**src/rtl/can_rx_destuff_crc_pkg.sv**
```systemverilog
`default_nettype none
// ============================================================================
// can_rx_destuff_crc_pkg -- shared constants and FSM state type
// Rev 1.0
// ============================================================================
package can_rx_destuff_crc_pkg;

  localparam int unsigned         CRC_W     = 15;
  localparam logic [CRC_W-1:0]    CRC_POLY  = 15'h4599;
  localparam int unsigned         STUFF_LEN = 5;
  localparam int unsigned         CRC_CNT_W = 4;

  typedef enum logic [1:0] {
    RX_IDLE = 2'd0,
    RX_DATA = 2'd1,
    RX_TAIL = 2'd2,
    RX_DONE = 2'd3
  } rx_state_e;

endpackage
`default_nettype wire

```
**src/rtl/can_rx_destuff_crc_if.sv**
```systemverilog
`default_nettype none
// ============================================================================
// can_rx_destuff_crc_if -- sampler/decoder side bundle of the CAN rx destuffer
// Rev 1.0
// ============================================================================
interface can_rx_destuff_crc_if;
  import can_rx_destuff_crc_pkg::*;

  logic             bit_tick;
  logic             rx_bit;
  logic             frame_start;
  logic             crc_field;
  logic             dbit_valid;
  logic             dbit;
  logic             stuff_err;
  logic             crc_done;
  logic             crc_err;
  logic [CRC_W-1:0] crc_calc;
  logic [CRC_W-1:0] crc_rcvd;
  logic             busy;

  modport master (
    output bit_tick, rx_bit, frame_start, crc_field,
    input  dbit_valid, dbit, stuff_err, crc_done, crc_err, crc_calc, crc_rcvd, busy
  );

  modport slave (
    input  bit_tick, rx_bit, frame_start, crc_field,
    output dbit_valid, dbit, stuff_err, crc_done, crc_err, crc_calc, crc_rcvd, busy
  );

endinterface
`default_nettype wire

```
**src/rtl/can_rx_destuff_crc_crc.sv**
```systemverilog
`default_nettype none
// ============================================================================
// can_rx_destuff_crc_crc -- serial CAN CRC-15 engine, one bit per enabled strobe
// Rev 1.0
// ============================================================================
module can_rx_destuff_crc_crc
  import can_rx_destuff_crc_pkg::*;
#(
  parameter logic [CRC_W-1:0] POLY = can_rx_destuff_crc_pkg::CRC_POLY
) (
  input  logic             clk,
  input  logic             rst,
  input  logic             crc_reset_i,
  input  logic             bit_tick_i,
  input  logic             crc_enable_i,
  input  logic             bit_i,
  output logic [CRC_W-1:0] crc_o
);

  logic [CRC_W-1:0] crc_q;
  logic [CRC_W-1:0] crc_d;
  logic             w_nxt;

  always_comb begin
    w_nxt = bit_i ^ crc_q[CRC_W-1];
    crc_d = crc_q;
    if (crc_reset_i) begin
      crc_d = '0;
    end else if (bit_tick_i && crc_enable_i) begin
      crc_d = {crc_q[CRC_W-2:0], 1'b0} ^ (w_nxt ? POLY : '0);
    end
  end

  always_ff @(posedge clk) begin
    if (rst) begin
      crc_q <= '0;
    end else begin
      crc_q <= crc_d;
    end
  end

  assign crc_o = crc_q;

endmodule
`default_nettype wire

```
**src/rtl/can_rx_destuff_crc.sv**
```systemverilog
`default_nettype none
// ============================================================================
// can_rx_destuff_crc -- CAN receive bit destuffer with CRC-15 capture and check
// Rev 1.0
// ============================================================================
module can_rx_destuff_crc
  import can_rx_destuff_crc_pkg::*;
#(
  parameter int unsigned      STUFF_LEN = can_rx_destuff_crc_pkg::STUFF_LEN,
  parameter logic [CRC_W-1:0] CRC_POLY  = can_rx_destuff_crc_pkg::CRC_POLY
) (
  input  logic                clk,
  input  logic                rst,
  can_rx_destuff_crc_if.slave bus
);

  localparam int unsigned          RUN_W    = $clog2(STUFF_LEN + 1);
  localparam logic [RUN_W-1:0]     RUN_MAX  = RUN_W'(STUFF_LEN);
  localparam logic [RUN_W-1:0]     RUN_ONE  = RUN_W'(1);
  localparam logic [CRC_CNT_W-1:0] CNT_LAST = CRC_CNT_W'(CRC_W - 1);
  localparam logic [CRC_CNT_W-1:0] CNT_ONE  = CRC_CNT_W'(1);

  rx_state_e            state_q, state_d;
  logic [RUN_W-1:0]     run_q, run_d;
  logic                 last_q, last_d;
  logic [CRC_W-1:0]     rcvd_q, rcvd_d;
  logic [CRC_CNT_W-1:0] cnt_q, cnt_d;
  logic                 crc_err_q, crc_err_d;
  logic                 dbit_q;
  logic                 dbit_valid_q;
  logic                 stuff_err_q;
  logic                 crc_done_q;

  logic                 w_tick;
  logic                 w_at_limit;
  logic                 w_stuff_bit;
  logic                 w_stuff_err;
  logic                 w_data_bit;
  logic                 w_crc_bit;
  logic                 w_last_crc;
  logic                 w_done_pulse;
  logic                 w_busy;
  logic [CRC_W-1:0]     w_crc_calc;

  // frame_start swallows any tick in the same clock
  assign w_tick      = bus.bit_tick && !bus.frame_start &&
                       ((state_q == RX_DATA) || (state_q == RX_TAIL));
  assign w_at_limit  = (run_q == RUN_MAX);
  assign w_stuff_bit = w_tick && w_at_limit && (bus.rx_bit != last_q);
  assign w_stuff_err = w_tick && w_at_limit && (bus.rx_bit == last_q);
  assign w_data_bit  = w_tick && !w_at_limit && (state_q == RX_DATA);
  assign w_crc_bit   = w_data_bit && bus.crc_field;
  assign w_last_crc  = w_crc_bit && (cnt_q == CNT_LAST);

  can_rx_destuff_crc_crc #(
    .POLY         (CRC_POLY)
  ) u_crc (
    .clk          (clk),
    .rst          (rst),
    .crc_reset_i  (bus.frame_start),
    .bit_tick_i   (w_data_bit),
    .crc_enable_i (~bus.crc_field),
    .bit_i        (bus.rx_bit),
    .crc_o        (w_crc_calc)
  );

  // Run tracking: stuff bits seed the next run at length one
  always_comb begin
    run_d  = run_q;
    last_d = last_q;
    rcvd_d = rcvd_q;
    cnt_d  = cnt_q;
    if (bus.frame_start) begin
      run_d  = '0;
      rcvd_d = '0;
      cnt_d  = '0;
    end else if (w_stuff_bit) begin
      run_d  = RUN_ONE;
      last_d = bus.rx_bit;
    end else if (w_data_bit) begin
      run_d  = ((bus.rx_bit == last_q) && (run_q != '0)) ? run_q + RUN_ONE : RUN_ONE;
      last_d = bus.rx_bit;
      if (w_crc_bit) begin
        rcvd_d = {rcvd_q[CRC_W-2:0], bus.rx_bit};
        cnt_d  = cnt_q + CNT_ONE;
      end
    end
  end

  always_comb begin
    state_d = state_q;
    if (bus.frame_start) begin
      state_d = RX_DATA;
    end else begin
      case (state_q)
        RX_IDLE: state_d = RX_IDLE;
        RX_DATA: begin
          if (w_stuff_err) begin
            state_d = RX_IDLE;
          end else if (w_last_crc) begin
            state_d = (run_d == RUN_MAX) ? RX_TAIL : RX_DONE;
          end
        end
        RX_TAIL: begin
          if (w_stuff_err) begin
            state_d = RX_IDLE;
          end else if (w_tick) begin
            state_d = RX_DONE;
          end
        end
        RX_DONE: state_d = RX_IDLE;
        default: state_d = RX_IDLE;
      endcase
    end
  end

  always_comb begin
    w_done_pulse = (state_q == RX_DONE) && !bus.frame_start;
    w_busy       = (state_q != RX_IDLE);
  end

  always_comb begin
    crc_err_d = crc_err_q;
    if (bus.frame_start) begin
      crc_err_d = 1'b0;
    end else if (w_done_pulse) begin
      crc_err_d = (rcvd_q != w_crc_calc);
    end
  end

  always_ff @(posedge clk) begin
    if (rst) begin
      state_q      <= RX_IDLE;
      run_q        <= '0;
      last_q       <= 1'b0;
      rcvd_q       <= '0;
      cnt_q        <= '0;
      crc_err_q    <= 1'b0;
      dbit_q       <= 1'b0;
      dbit_valid_q <= 1'b0;
      stuff_err_q  <= 1'b0;
      crc_done_q   <= 1'b0;
    end else begin
      state_q      <= state_d;
      run_q        <= run_d;
      last_q       <= last_d;
      rcvd_q       <= rcvd_d;
      cnt_q        <= cnt_d;
      crc_err_q    <= crc_err_d;
      dbit_valid_q <= w_data_bit;
      stuff_err_q  <= w_stuff_err;
      crc_done_q   <= w_done_pulse;
      if (w_data_bit) begin
        dbit_q <= bus.rx_bit;
      end
    end
  end

  assign bus.dbit_valid = dbit_valid_q;
  assign bus.dbit       = dbit_q;
  assign bus.stuff_err  = stuff_err_q;
  assign bus.crc_done   = crc_done_q;
  assign bus.crc_err    = crc_err_q;
  assign bus.crc_calc   = w_crc_calc;
  assign bus.crc_rcvd   = rcvd_q;
  assign bus.busy       = w_busy;

endmodule
`default_nettype wire

```
**src/flat_wrapper.sv**
```systemverilog
// flat-port wrapper written by rule: the top's interface ports become plain ports
module can_rx_destuff_crc_flat import can_rx_destuff_crc_pkg::*;
#(
  parameter int unsigned      STUFF_LEN = can_rx_destuff_crc_pkg::STUFF_LEN,
  parameter logic [CRC_W-1:0] CRC_POLY  = can_rx_destuff_crc_pkg::CRC_POLY
)
  (clk, rst, bus_bit_tick, bus_rx_bit, bus_frame_start, bus_crc_field, bus_dbit_valid, bus_dbit, bus_stuff_err, bus_crc_done, bus_crc_err, bus_crc_calc, bus_crc_rcvd, bus_busy);
  can_rx_destuff_crc_if bus_i ();
  input  logic clk;
  input  logic rst;
  input wire logic [$bits(bus_i.bit_tick)-1:0] bus_bit_tick;
  input wire logic [$bits(bus_i.rx_bit)-1:0] bus_rx_bit;
  input wire logic [$bits(bus_i.frame_start)-1:0] bus_frame_start;
  input wire logic [$bits(bus_i.crc_field)-1:0] bus_crc_field;
  output wire logic [$bits(bus_i.dbit_valid)-1:0] bus_dbit_valid;
  output wire logic [$bits(bus_i.dbit)-1:0] bus_dbit;
  output wire logic [$bits(bus_i.stuff_err)-1:0] bus_stuff_err;
  output wire logic [$bits(bus_i.crc_done)-1:0] bus_crc_done;
  output wire logic [$bits(bus_i.crc_err)-1:0] bus_crc_err;
  output wire logic [$bits(bus_i.crc_calc)-1:0] bus_crc_calc;
  output wire logic [$bits(bus_i.crc_rcvd)-1:0] bus_crc_rcvd;
  output wire logic [$bits(bus_i.busy)-1:0] bus_busy;
  assign bus_i.bit_tick = bus_bit_tick;
  assign bus_i.rx_bit = bus_rx_bit;
  assign bus_i.frame_start = bus_frame_start;
  assign bus_i.crc_field = bus_crc_field;
  assign bus_dbit_valid = bus_i.dbit_valid;
  assign bus_dbit = bus_i.dbit;
  assign bus_stuff_err = bus_i.stuff_err;
  assign bus_crc_done = bus_i.crc_done;
  assign bus_crc_err = bus_i.crc_err;
  assign bus_crc_calc = bus_i.crc_calc;
  assign bus_crc_rcvd = bus_i.crc_rcvd;
  assign bus_busy = bus_i.busy;
  can_rx_destuff_crc #(.STUFF_LEN(STUFF_LEN), .CRC_POLY(CRC_POLY)) u_core (.clk(clk), .rst(rst), .bus(bus_i));
endmodule
```
**config.mk**
```make
export PLATFORM = sky130hd
export DESIGN_NAME = can_rx_destuff_crc_flat
export DESIGN_NICKNAME = d
export VERILOG_FILES = /design/src/rtl/can_rx_destuff_crc_pkg.sv /design/src/rtl/can_rx_destuff_crc_if.sv /design/src/rtl/can_rx_destuff_crc_crc.sv /design/src/rtl/can_rx_destuff_crc.sv /design/src/flat_wrapper.sv
export SDC_FILE = /design/constraint.sdc
export NUM_CORES = 1
export LEC_CHECK = 0
export BUFFER_PORTS_ARGS = -buffer_cell sky130_fd_sc_hd__buf_2
export CORE_ASPECT_RATIO = 1.1
export CORE_MARGIN = 1
export CORE_UTILIZATION = 49
export CTS_CLUSTER_SIZE = 25
export DETAILED_ROUTE_END_ITERATION = 8
export PLACE_DENSITY = 0.75
export SYNTH_ARGS = -nofsm -noshare
export SYNTH_HDL_FRONTEND = slang
export SYNTH_HIERARCHICAL = 1
export SYNTH_SLANG_ARGS = --single-unit
```
**constraint.sdc**
```tcl
create_clock -name clk -period 1.81 [get_ports clk]
set_input_delay 0.181 -clock clk [delete_from_list [all_inputs] [get_ports clk]]
set_output_delay 0.181 -clock clk [all_outputs]
set_load 0.005 [all_outputs]
```
==> impl_metrics.env, run 1 <==
export IMPL_rows=24
export IMPL_pre_cts_slack_ps=-42.7
export IMPL_n_fill_cell=347
export IMPL_synth_most_common_cell="dfxtp_1"
export IMPL_leakage_uw=0.00123
export IMPL_required_ps=2040
export IMPL_ys_ff_latch=45
export IMPL_drv_cap=0
export IMPL_cp_start_kind="flip-flop"
export IMPL_async_flop_share=0
export IMPL_wire_per_inst_um=13.6
export IMPL_min_period_ps=1810
export IMPL_holdWs_ps=155
export IMPL_setup_viol=1
export IMPL_pwr_share_comb=0.075
export IMPL_cts_buffers_inserted=5
export IMPL_die_area_mm2=0.00468
export IMPL_grt_util_met1=0.262
export IMPL_cts_tree="done"
export IMPL_synthDistinctLibCells=38
export IMPL_hp_class="primary input to flip-flop"
export IMPL_ctsHoldBuffers=0
export IMPL_synth_top_area_frac=0.417
export IMPL_dr_pass1_iters=4
export IMPL_routed_wl_mm=4.92
export IMPL_ys_seq_area_frac=0.417
export IMPL_synthAdderAreaFrac=0.0579
export IMPL_endpoint_kind="flip-flop"
export IMPL_synthMuxAreaShare=0.0747
export IMPL_powerDensity_mw_per_mm2=690
export IMPL_met2_usage=0.373
export IMPL_violations="negative setup slack"
export IMPL_syn_num_nets=269
export IMPL_hold_viol_final=0
export IMPL_critPathKind="flip-flop to flip-flop"
export IMPL_path_clk_slew_ps=80
export IMPL_grtUsageMet3=0.0557
export IMPL_drt_vias_per_instance=5.39
export IMPL_fin_crit_sh=1.00
export IMPL_synth_cells=253
export IMPL_power_report_internal_total_uw=1460
export IMPL_pwr_share_seq=0.537
export IMPL_core_area_mm2=0.00408
export IMPL_yosys_warnings=6
export IMPL_die_w_um=65.3
export IMPL_yosys_area_share_simple=0.223
export IMPL_cp_arrival_ps=2040
export IMPL_max_clock_path_buffers=2
export IMPL_ant_nets=0
export IMPL_total_power_uw=1860
export IMPL_htreeDepth=2
export IMPL_worst_clock_skew_ps=5.35
export IMPL_grt_pass1_vias=1782
export IMPL_synth_area_leader_cell="dfxtp_1"
export IMPL_slew_headroom=0.643
export IMPL_numPortBuffers=41
export IMPL_place_congestion=0.863
export IMPL_synth_top_family_by_area="simple AND/OR/NAND/NOR gates"
export IMPL_p_sw_uw=403
export IMPL_synthTopCellsByCount="dfxtp_1, nor2_1, nand2_1"
export IMPL_antenna_found_initial=0
export IMPL_yosys_area_share_xor_xnor=0.0852
export IMPL_die_height_um=71.6
export IMPL_drive_gt1_frac=0.288
export IMPL_dpl_hpwl_mm=3.43
export IMPL_io_pins=42
export IMPL_syn2layout_area_growth_pct=24.8
export IMPL_drt_iter0_drc=117
export IMPL_utilization=0.660
export IMPL_synthTopCellsByArea="dfxtp_1, mux2i_1, xnor2_1, ha_1, nor2_1"
export IMPL_synthesis_area_mm2=0.00216
export IMPL_vdd_ir_drop_worst_mv=0.497
export IMPL_grt_pass1_wl_mm=7.82
export IMPL_clkPwrFrac=0.388
export IMPL_slew_viol_final=0
export IMPL_cts_root_buf="clkbuf_8"
export IMPL_synth_compound_area_frac=0.0921
export IMPL_status="finished, violations left"
export IMPL_start_util=0.529
export IMPL_cp_max_fo=4
export IMPL_fin_ws_ps=-0.993
export IMPL_synth_edf_count=0
export IMPL_nets=325
export IMPL_clk_latency_ps=290
export IMPL_drcViolationCount=0
export IMPL_gr_max_usage_layer="met2"
export IMPL_max_freq_mhz=552
export IMPL_worstMarginPinSlew_ps=535
export IMPL_groute_usage_overall=0.218
export IMPL_numClockSinks=45
export IMPL_swShare=0.217
export IMPL_grt_overflow_total=0
export IMPL_antenna_cells=0
export IMPL_vias=1946
export IMPL_grt_max_degree=24
export IMPL_rsz0062_at_grt="true"
export IMPL_yosys_most_used_dff="dfxtp_1"
export IMPL_avgSynthCellArea_um2=8.54
registers in the layout, indices dropped and copies added, names as in the netlist:
| register | flops |
|---|---|
| u_core/bus.crc_done | 1 |
| u_core/bus.crc_err | 1 |
| u_core/bus.crc_rcvd | 15 |
| u_core/bus.dbit | 1 |
| u_core/bus.dbit_valid | 1 |
| u_core/bus.stuff_err | 1 |
| u_core/cnt_q | 4 |
| u_core/last_q | 1 |
| u_core/run_q | 3 |
| u_core/state_q | 2 |
| u_core/u_crc/crc_o | 15 |
through the flow:
step / TNS (ps) / instance area (um2) / instances
2_1_floorplan: 0 / 2180 / 253
3_3_place_gp: 0 / 2490 / 348
3_5_place_dp: -113 / 2490 / 348
4_1_cts: 0 / 2610 / 356
5_1_grt: -213 / 2700 / 361
6_report: -0.993 / 2700 / 361
cell type report:
cell class / instances / area, um2 / area share
multi-input cells: 184 / 1200 / 0.444
well taps: 52 / 65.1 / 0.0241
repair buffers: 62 / 382 / 0.142
flip-flops and latches: 45 / 903 / 0.335
clock inverters: 2 / 35.0 / 0.0130
inverters: 11 / 43.8 / 0.0162
clock buffers: 5 / 68.8 / 0.0255
path summary, 6_finish.rpt:
path | cells past startpoint | end | slack [ps] | start
min reg2reg | 2 | u_core/bus.dbit | 460 | u_core/bus.dbit
min | 2 | u_core/state_q[0] | 160 | rst
max reg2reg | 10 | u_core/state_q[0] | -1 | u_core/state_q[0]
max | 10 | u_core/state_q[0] | -1 | u_core/state_q[0]
placed cells by master (no fill, tap or decap), types with 2 or more instances in the layout:
| cell | instances |
|---|---|
| nor2_1 | 32 |
| nor3_1 | 5 |
| inv_2 | 2 |
| buf_4 | 16 |
| nand2_1 | 29 |
| a31oi_1 | 5 |
| xor2_1 | 6 |
| nand3_2 | 2 |
| nand3_1 | 10 |
| buf_6 | 5 |
| buf_2 | 41 |
| clkbuf_8 | 5 |
| mux2i_1 | 15 |
| o21ai_2 | 2 |
| or2_1 | 2 |
| inv_1 | 8 |
| dfxtp_2 | 2 |
| or3_1 | 6 |
| xnor2_1 | 15 |
| nor2_2 | 2 |
| a21oi_1 | 16 |
| nand4_1 | 4 |
| o21ai_1 | 5 |
| nand2_4 | 2 |
| ha_1 | 9 |
| dfxtp_1 | 43 |
routing by layer:
| layer | share of wire | routed length [um] | up-vias |
|---|---|---|---|
| met2 | 0.49 | 2410 | 65 |
| li1 | - | - | 958 |
| met5 | 0 | 0 | - |
| met3 | 0.060 | 295 | 7 |
| met1 | 0.43 | 2140 | 916 |
| met4 | 0.015 | 74 | 0 |
cells by family after synthesis:
family	Yosys count
flops	45
xor+xnor	21
fa+ha+maj	10
buf+inv	24
mux	16
compound gates	34
simple gates	103
power by group through the flow:
stage               combinational (uW)  sequential, uW  clock, uW
floorplan                         79.2            1020          0
global route                       151            1000        787
finish                             140             999        721
global placement                   119            1020          0
detailed placement                 121            1020          0
CTS                                125             999        744
worst max-delay path: stages (launching register included):
cell	delay [ps]
dfxtp_2	360
inv_2	50
ha_4	270
and4b_4	260
nand2_4	60
inv_4	70
buf_6	100
and3_1	170
o21ai_2	80
a41o_1	240
a21oi_2	100
what timing repair did:
item | in CTS | in global routing
resized for setup | 2 | 12
buffers inserted | 1 | 5
pin swaps | 0 | 9
endpoints found under the setup margin | 7 | 26
hold endpoints to repair | 0 | 0
Note: power is estimated with default switching activity, not from simulation.
==> inputs of run 2 (changes only) <==
--- a/config.mk
+++ b/config.mk
@@ -14,5 +14,4 @@
 export PLACE_DENSITY = 0.75
 export SYNTH_ARGS = -nofsm -noshare
 export SYNTH_HDL_FRONTEND = slang
-export SYNTH_HIERARCHICAL = 1
 export SYNTH_SLANG_ARGS = --single-unit
==> impl_metrics.env, run 2 <==
export IMPL_status="finished, violations left"
export IMPL_violations="negative setup slack"
export IMPL_nets=312
export IMPL_die_area_mm2=0.00460
export IMPL_hp_start="rst"
export IMPL_max_freq_mhz=535
export IMPL_required_ps=2000
export IMPL_drt_iter0_drc=122
export IMPL_synth_top_area_frac=0.424
export IMPL_syn2layout_area_growth_pct=26.8
export IMPL_leakage_uw=0.00109
export IMPL_core_area_mm2=0.00405
export IMPL_hold_depth=2
export IMPL_synth_area_leader_cell="dfxtp_1"
export IMPL_grt_pass1_vias=1680
export IMPL_groute_usage_overall=0.218
export IMPL_ys_seq_area_frac=0.424
export IMPL_numClockSinks=45
export IMPL_drcViolationCount=0
export IMPL_yosys_warnings=0
export IMPL_syn_num_nets=256
export IMPL_n_fill_cell=353
export IMPL_dp_cells=339
export IMPL_layout_common_cells="dfxtp_1, buf_2, nand2_1, nor2_1, xnor2_1"
export IMPL_synthTopCellsByCount="dfxtp_1, nand2_1, nor2_1"
export IMPL_synthesis_area_mm2=0.00212
export IMPL_worst_clock_skew_ps=8.24
export IMPL_synth_edf_count=0
export IMPL_dpl_hpwl_mm=3.40
export IMPL_r2r_slack_ps=-60
export IMPL_critPathKind="flip-flop to flip-flop"
export IMPL_powerDensity_mw_per_mm2=776
export IMPL_fin_ws_ps=-58.8
export IMPL_drt_vias_per_instance=5.26
export IMPL_io_pins=42
export IMPL_stdcell_count=348
export IMPL_endpoint_kind="flip-flop"
export IMPL_cp_arrival_ps=2060
export IMPL_synthDistinctLibCells=37
export IMPL_numPortBuffers=41
export IMPL_synth_most_common_cell="dfxtp_1"
export IMPL_yosys_most_used_dff="dfxtp_1"
export IMPL_synth_cells=240
export IMPL_die_w_um=64.8
export IMPL_ys_ff_latch=45
export IMPL_max_clock_path_buffers=2
export IMPL_grt_max_degree=21
export IMPL_r2r_end="u_core.u_crc.crc_o[1]"
export IMPL_min_period_ps=1870
export IMPL_place_congestion=0.849
export IMPL_holdWs_ps=182
export IMPL_worstMarginPinSlew_ps=727
export IMPL_critPathMaxStageDelay_ps=360
export IMPL_dr_pass1_iters=4
export IMPL_slew_headroom=0.512
export IMPL_wire_per_inst_um=13.8
export IMPL_setup_tns_final_ps=-528
export IMPL_setup_viol=16
export IMPL_slew_viol_final=0
export IMPL_grt_pass1_wl_mm=7.82
export IMPL_die_height_um=71.0
export IMPL_routed_wl_mm=4.81
export IMPL_fin_crit_sh=1.03
export IMPL_worst_r2r_cell_count=8
export IMPL_ant_nets=0
export IMPL_vdd_ir_drop_worst_mv=0.519
export IMPL_vias=1832
export IMPL_total_power_uw=2090
export IMPL_ctsHoldBuffers=0
export IMPL_hp_class="primary input to flip-flop"
export IMPL_hold_end="u_core.bus.stuff_err"
export IMPL_drv_cap=0
export IMPL_cts_root_buf="clkbuf_8"
export IMPL_drive_gt1_frac=0.291
export IMPL_path_clk_slew_ps=80
export IMPL_hold_viol_final=0
export IMPL_synthTopCellsByArea="dfxtp_1, xnor2_1, mux2i_1, nand2_1, ha_1"
export IMPL_antenna_found_initial=0
export IMPL_crit_chain="inv_4 -> ha_4 -> nand3b_1 -> buf_4 -> nor3_4 -> buf_12 -> mux2i_2 -> nor2_1"
export IMPL_cts_buffers_inserted=5
export IMPL_async_flop_share=0
export IMPL_grt_overflow_total=0
export IMPL_utilization=0.664
export IMPL_htreeDepth=2
export IMPL_avgSynthCellArea_um2=8.85
export IMPL_cp_start_kind="flip-flop"
export IMPL_cp_max_fo=16
export IMPL_slowest_stage="dfxtp_2"
export IMPL_r2r_start="u_core.state_q[1]"
export IMPL_rsz0062_at_grt="true"
export IMPL_cts_tree="done"
export IMPL_start_util=0.524
export IMPL_rows=24
export IMPL_antenna_cells=0
export IMPL_mostFrequentLayoutCell="dfxtp_1"
export IMPL_clk_latency_ps=300
run 2: repair_timing:
item	CTS	global route
resized for setup	5	7
gates cloned	0	1
endpoints found under the setup margin	20	36
pin swaps	5	2
setup buffers	1	0
run 2: worst max path at each step:
| stage | start | endpoint | slack, ps |
|---|---|---|---|
| 6_report | u_core.state_q[1] | u_core.u_crc.crc_o[1] | -60 |
| 5_1_grt | u_core.state_q[1] | u_core.state_q[0] | -170 |
| 4_1_cts | u_core.state_q[0] | u_core.state_q[0] | -20 |
| 3_3_place_gp | u_core.state_q[1] | u_core.state_q[0] | -10 |
| 2_1_floorplan | u_core.state_q[1] | u_core.state_q[0] | -150 |
| 3_5_place_dp | u_core.state_q[1] | u_core.state_q[0] | -80 |
run 2: layout make-up:
cell class / count / area, um2 / share of cell area
flip-flops and latches: 45 / 905 / 0.336
multi-input cells: 175 / 1210 / 0.451
clock buffers: 5 / 68.8 / 0.0256
well taps: 52 / 65.1 / 0.0242
inverters: 9 / 36.3 / 0.0135
clock inverters: 2 / 35.0 / 0.0130
repair buffers: 60 / 368 / 0.137
run 2: report_power, final:
group          internal, uW  total (uW)  switching (uW)
Clock                   402         733             331
Combinational           159         339             180
Sequential             1010        1020            11.4
run 2: cells by family (layout without fill, tap and decap cells):
| logic type | Yosys count | in the layout | share of synthesized area |
|---|---|---|---|
| buf+inv | 20 | 76 | 0.0365 |
| fa+ha+maj | 10 | 10 | 0.0589 |
| mux | 16 | 16 | 0.0754 |
| xor+xnor | 28 | 28 | 0.116 |
| simple gates | 87 | 87 | 0.186 |
| compound gates | 34 | 34 | 0.103 |
| flops | 45 | 45 | 0.424 |
run 2: critical path: cells and delay by family (launching register included):
family,cells,cell delay [ps]
mux,1,230
buf+inv,3,460
flops,1,360
fa+ha+maj,1,250
simple gates,3,440
run 2: stage by stage:
step / cell area, um2 / setup WS (ps)
2_1_floorplan: 2180 / -151
4_1_cts: 2670 / -17.6
3_3_place_gp: 2530 / -13.6
6_report: 2690 / -58.8
5_1_grt: 2690 / -170
3_5_place_dp: 2530 / -80.3
run 2: metal layers:
metal / global-route usage / part of all wire
met1: 0.282 / 0.46
met2: 0.360 / 0.49
met3: 0.0468 / 0.046
met4: 0.0667 / 0.0083
met5: 0 / 0
==> inputs of run 3 (changes only) <==
--- a/config.mk
+++ b/config.mk
@@ -5,9 +5,8 @@
 export SDC_FILE = /design/constraint.sdc
 export NUM_CORES = 1
 export LEC_CHECK = 0
+export ABC_AREA = 1
 export BUFFER_PORTS_ARGS = -buffer_cell sky130_fd_sc_hd__buf_2
-export CORE_ASPECT_RATIO = 1.1
-export CORE_MARGIN = 1
 export CORE_UTILIZATION = 49
 export CTS_CLUSTER_SIZE = 25
 export DETAILED_ROUTE_END_ITERATION = 8
==> impl_metrics.env, run 3 <==
export IMPL_status="complete, no violations"
export IMPL_wl_met2_mm=2.48
export IMPL_endpoint_kind="flip-flop"
export IMPL_synth_edf_count=0
export IMPL_synthTopCellsByArea="dfxtp_1, a21oi_1, nand2_1, inv_1, ha_1"
export IMPL_grt_pass1_wl_mm=8.12
export IMPL_antenna_found_initial=0
export IMPL_critPathKind="flip-flop to flip-flop"
export IMPL_grt_max_degree=27
export IMPL_clk_latency_ps=300
export IMPL_slew_headroom=0.707
export IMPL_layout_common_cells="nand2_1, dfxtp_1, buf_2, a21oi_1, inv_1"
export IMPL_synthDistinctLibCells=28
export IMPL_cts_root_buf="clkbuf_8"
export IMPL_ys_seq_area_frac=0.420
export IMPL_synthesis_area_mm2=0.00214
export IMPL_slew_viol_final=0
export IMPL_required_ps=2050
export IMPL_drcViolationCount=0
export IMPL_yosys_area_share_simple=0.187
export IMPL_pwr_share_comb=0.072
export IMPL_worst_clock_skew_ps=5.90
export IMPL_synth_area_leader_cell="dfxtp_1"
export IMPL_worstMarginPinSlew_ps=439
export IMPL_stdcell_count=381
export IMPL_die_height_um=68.1
export IMPL_synth_compound_area_frac=0.194
export IMPL_start_util=0.524
export IMPL_cp_arrival_ps=1910
export IMPL_leakage_uw=0.00110
export IMPL_fin_ws_ps=135
export IMPL_yosys_warnings=0
export IMPL_pre_cts_slack_ps=52.3
export IMPL_setup_tns_final_ps=0
export IMPL_drt_vias_per_instance=5.25
export IMPL_synthAdderAreaFrac=0.0584
export IMPL_numClockSinks=45
export IMPL_htreeDepth=2
export IMPL_rows=23
export IMPL_met1_length_mm=2.27
export IMPL_min_period_ps=1670
export IMPL_synthTopCellsByCount="nand2_1, dfxtp_1, a21oi_1"
export IMPL_ant_nets=0
export IMPL_dpl_hpwl_mm=3.62
export IMPL_avgSynthCellArea_um2=7.57
export IMPL_n_fill_cell=372
export IMPL_core_area_mm2=0.00409
export IMPL_cp_start_kind="flip-flop"
export IMPL_max_clock_path_buffers=2
export IMPL_grt_overflow_total=0
export IMPL_die_area_mm2=0.00464
export IMPL_cts_buffers_inserted=5
export IMPL_synth_most_common_cell="nand2_1"
export IMPL_p_sw_uw=455
export IMPL_synth_top_family_by_area="compound AO/OA/AOI/OAI gates"
export IMPL_routed_top_layer="met4"
export IMPL_drive_gt1_frac=0.224
export IMPL_holdWs_ps=154
export IMPL_hp_class="primary input to flip-flop"
export IMPL_clkPwrFrac=0.439
export IMPL_dr_pass1_iters=4
export IMPL_fin_crit_sh=0.925
export IMPL_yosys_area_share_xor_xnor=0.0450
export IMPL_dp_cells=372
export IMPL_synthMuxAreaShare=0
export IMPL_utilization=0.633
export IMPL_drt_iter0_drc=98
export IMPL_async_flop_share=0
export IMPL_yosys_most_used_dff="dfxtp_1"
export IMPL_r2r_slack_ps=140
export IMPL_grt_pass1_vias=1771
export IMPL_wl_met3_um=213
export IMPL_drv_cap=0
export IMPL_wire_per_inst_um=13.1
export IMPL_power_report_internal_total_uw=1600
export IMPL_vdd_ir_drop_worst_mv=0.477
export IMPL_swShare=0.221
export IMPL_antenna_cells=0
export IMPL_path_clk_slew_ps=80
export IMPL_numPortBuffers=41
export IMPL_ys_ff_latch=45
export IMPL_synth_cells=283
export IMPL_max_freq_mhz=597
export IMPL_routed_wl_mm=5.00
export IMPL_synth_top_area_frac=0.420
export IMPL_groute_usage_overall=0.235
export IMPL_cts_tree="done"
export IMPL_pwr_share_seq=0.489
export IMPL_mostFrequentLayoutCell="nand2_1"
export IMPL_syn_num_nets=299
export IMPL_rsz0062_at_grt="false"
export IMPL_cp_max_fo=7
export IMPL_die_w_um=68.1
export IMPL_powerDensity_mw_per_mm2=795
export IMPL_hold_viol_final=0
export IMPL_io_pins=42
export IMPL_place_congestion=0.850
export IMPL_setup_viol=0
export IMPL_syn2layout_area_growth_pct=20.7
export IMPL_nets=346
export IMPL_vias=2000
run 3: cell type report:
type	instances	area (um2)	area share
multi-input cells	190	1060	0.411
flip-flops and latches	45	902	0.349
repair buffers	50	280	0.108
inverters	38	145	0.0561
clock buffers	5	68.8	0.0266
clock inverters	3	65.1	0.0252
well taps	50	62.6	0.0242
run 3: power by group through the flow:
stage / clock, uW / combinational (uW) / sequential (uW)
after floorplan: 0 / 94.8 / 1030
after global placement: 0 / 136 / 1030
after detailed placement: 0 / 137 / 1030
after CTS: 911 / 138 / 1000
after global routing: 954 / 166 / 1010
final: 904 / 148 / 1000
run 3: worst max-delay path, stage by stage, from the launching register on:
cell     delay, ps
dfxtp_1        360
inv_2           70
ha_4           260
nand3_2        100
nor2_4         190
nand3_1        100
nand3_1        100
nand2_1         80
nor2_1         150
nand2_1         90
a21oi_2        110
run 3: worst paths after layout:
| check | startpoint | end | cells after the start |
|---|---|---|---|
| worst max register to register | u_core.state_q[0] | u_core.state_q[0] | 10 |
| worst max-delay path | u_core.state_q[0] | u_core.state_q[0] | 10 |
| worst min register to register | u_core.cnt_q[3] | u_core.cnt_q[3] | 2 |
| worst min-delay path | rst | u_core.state_q[0] | 2 |
run 3: kinds of logic after synthesis:
kind of cell,after synthesis
compound gates,77
fa+ha+maj,10
simple gates,92
flops,45
xor+xnor,11
buf+inv,48
run 3: repair_timing:
action                     in CTS  in global routing
hold buffers                    0                  0
setup endpoints to repair       0                 24
hold endpoints to repair        0                  0
gates resized for setup         0                 12
buffers inserted                0                  1
run 3: per-stage QoR:
stage / total power [uW] / instance area (um2)
final: 2060 / 2590
after global routing: 2130 / 2590
after CTS: 2050 / 2540
after detailed placement: 1160 / 2410
after global placement: 1160 / 2410
after floorplan: 1120 / 2140
run 3: routing by layer:
layer | vias up | track usage
met5 | - | 0
met4 | 0 | 0.0807
li1 | 1017 | -
met3 | 4 | 0.0417
met2 | 44 | 0.400
met1 | 935 | 0.295
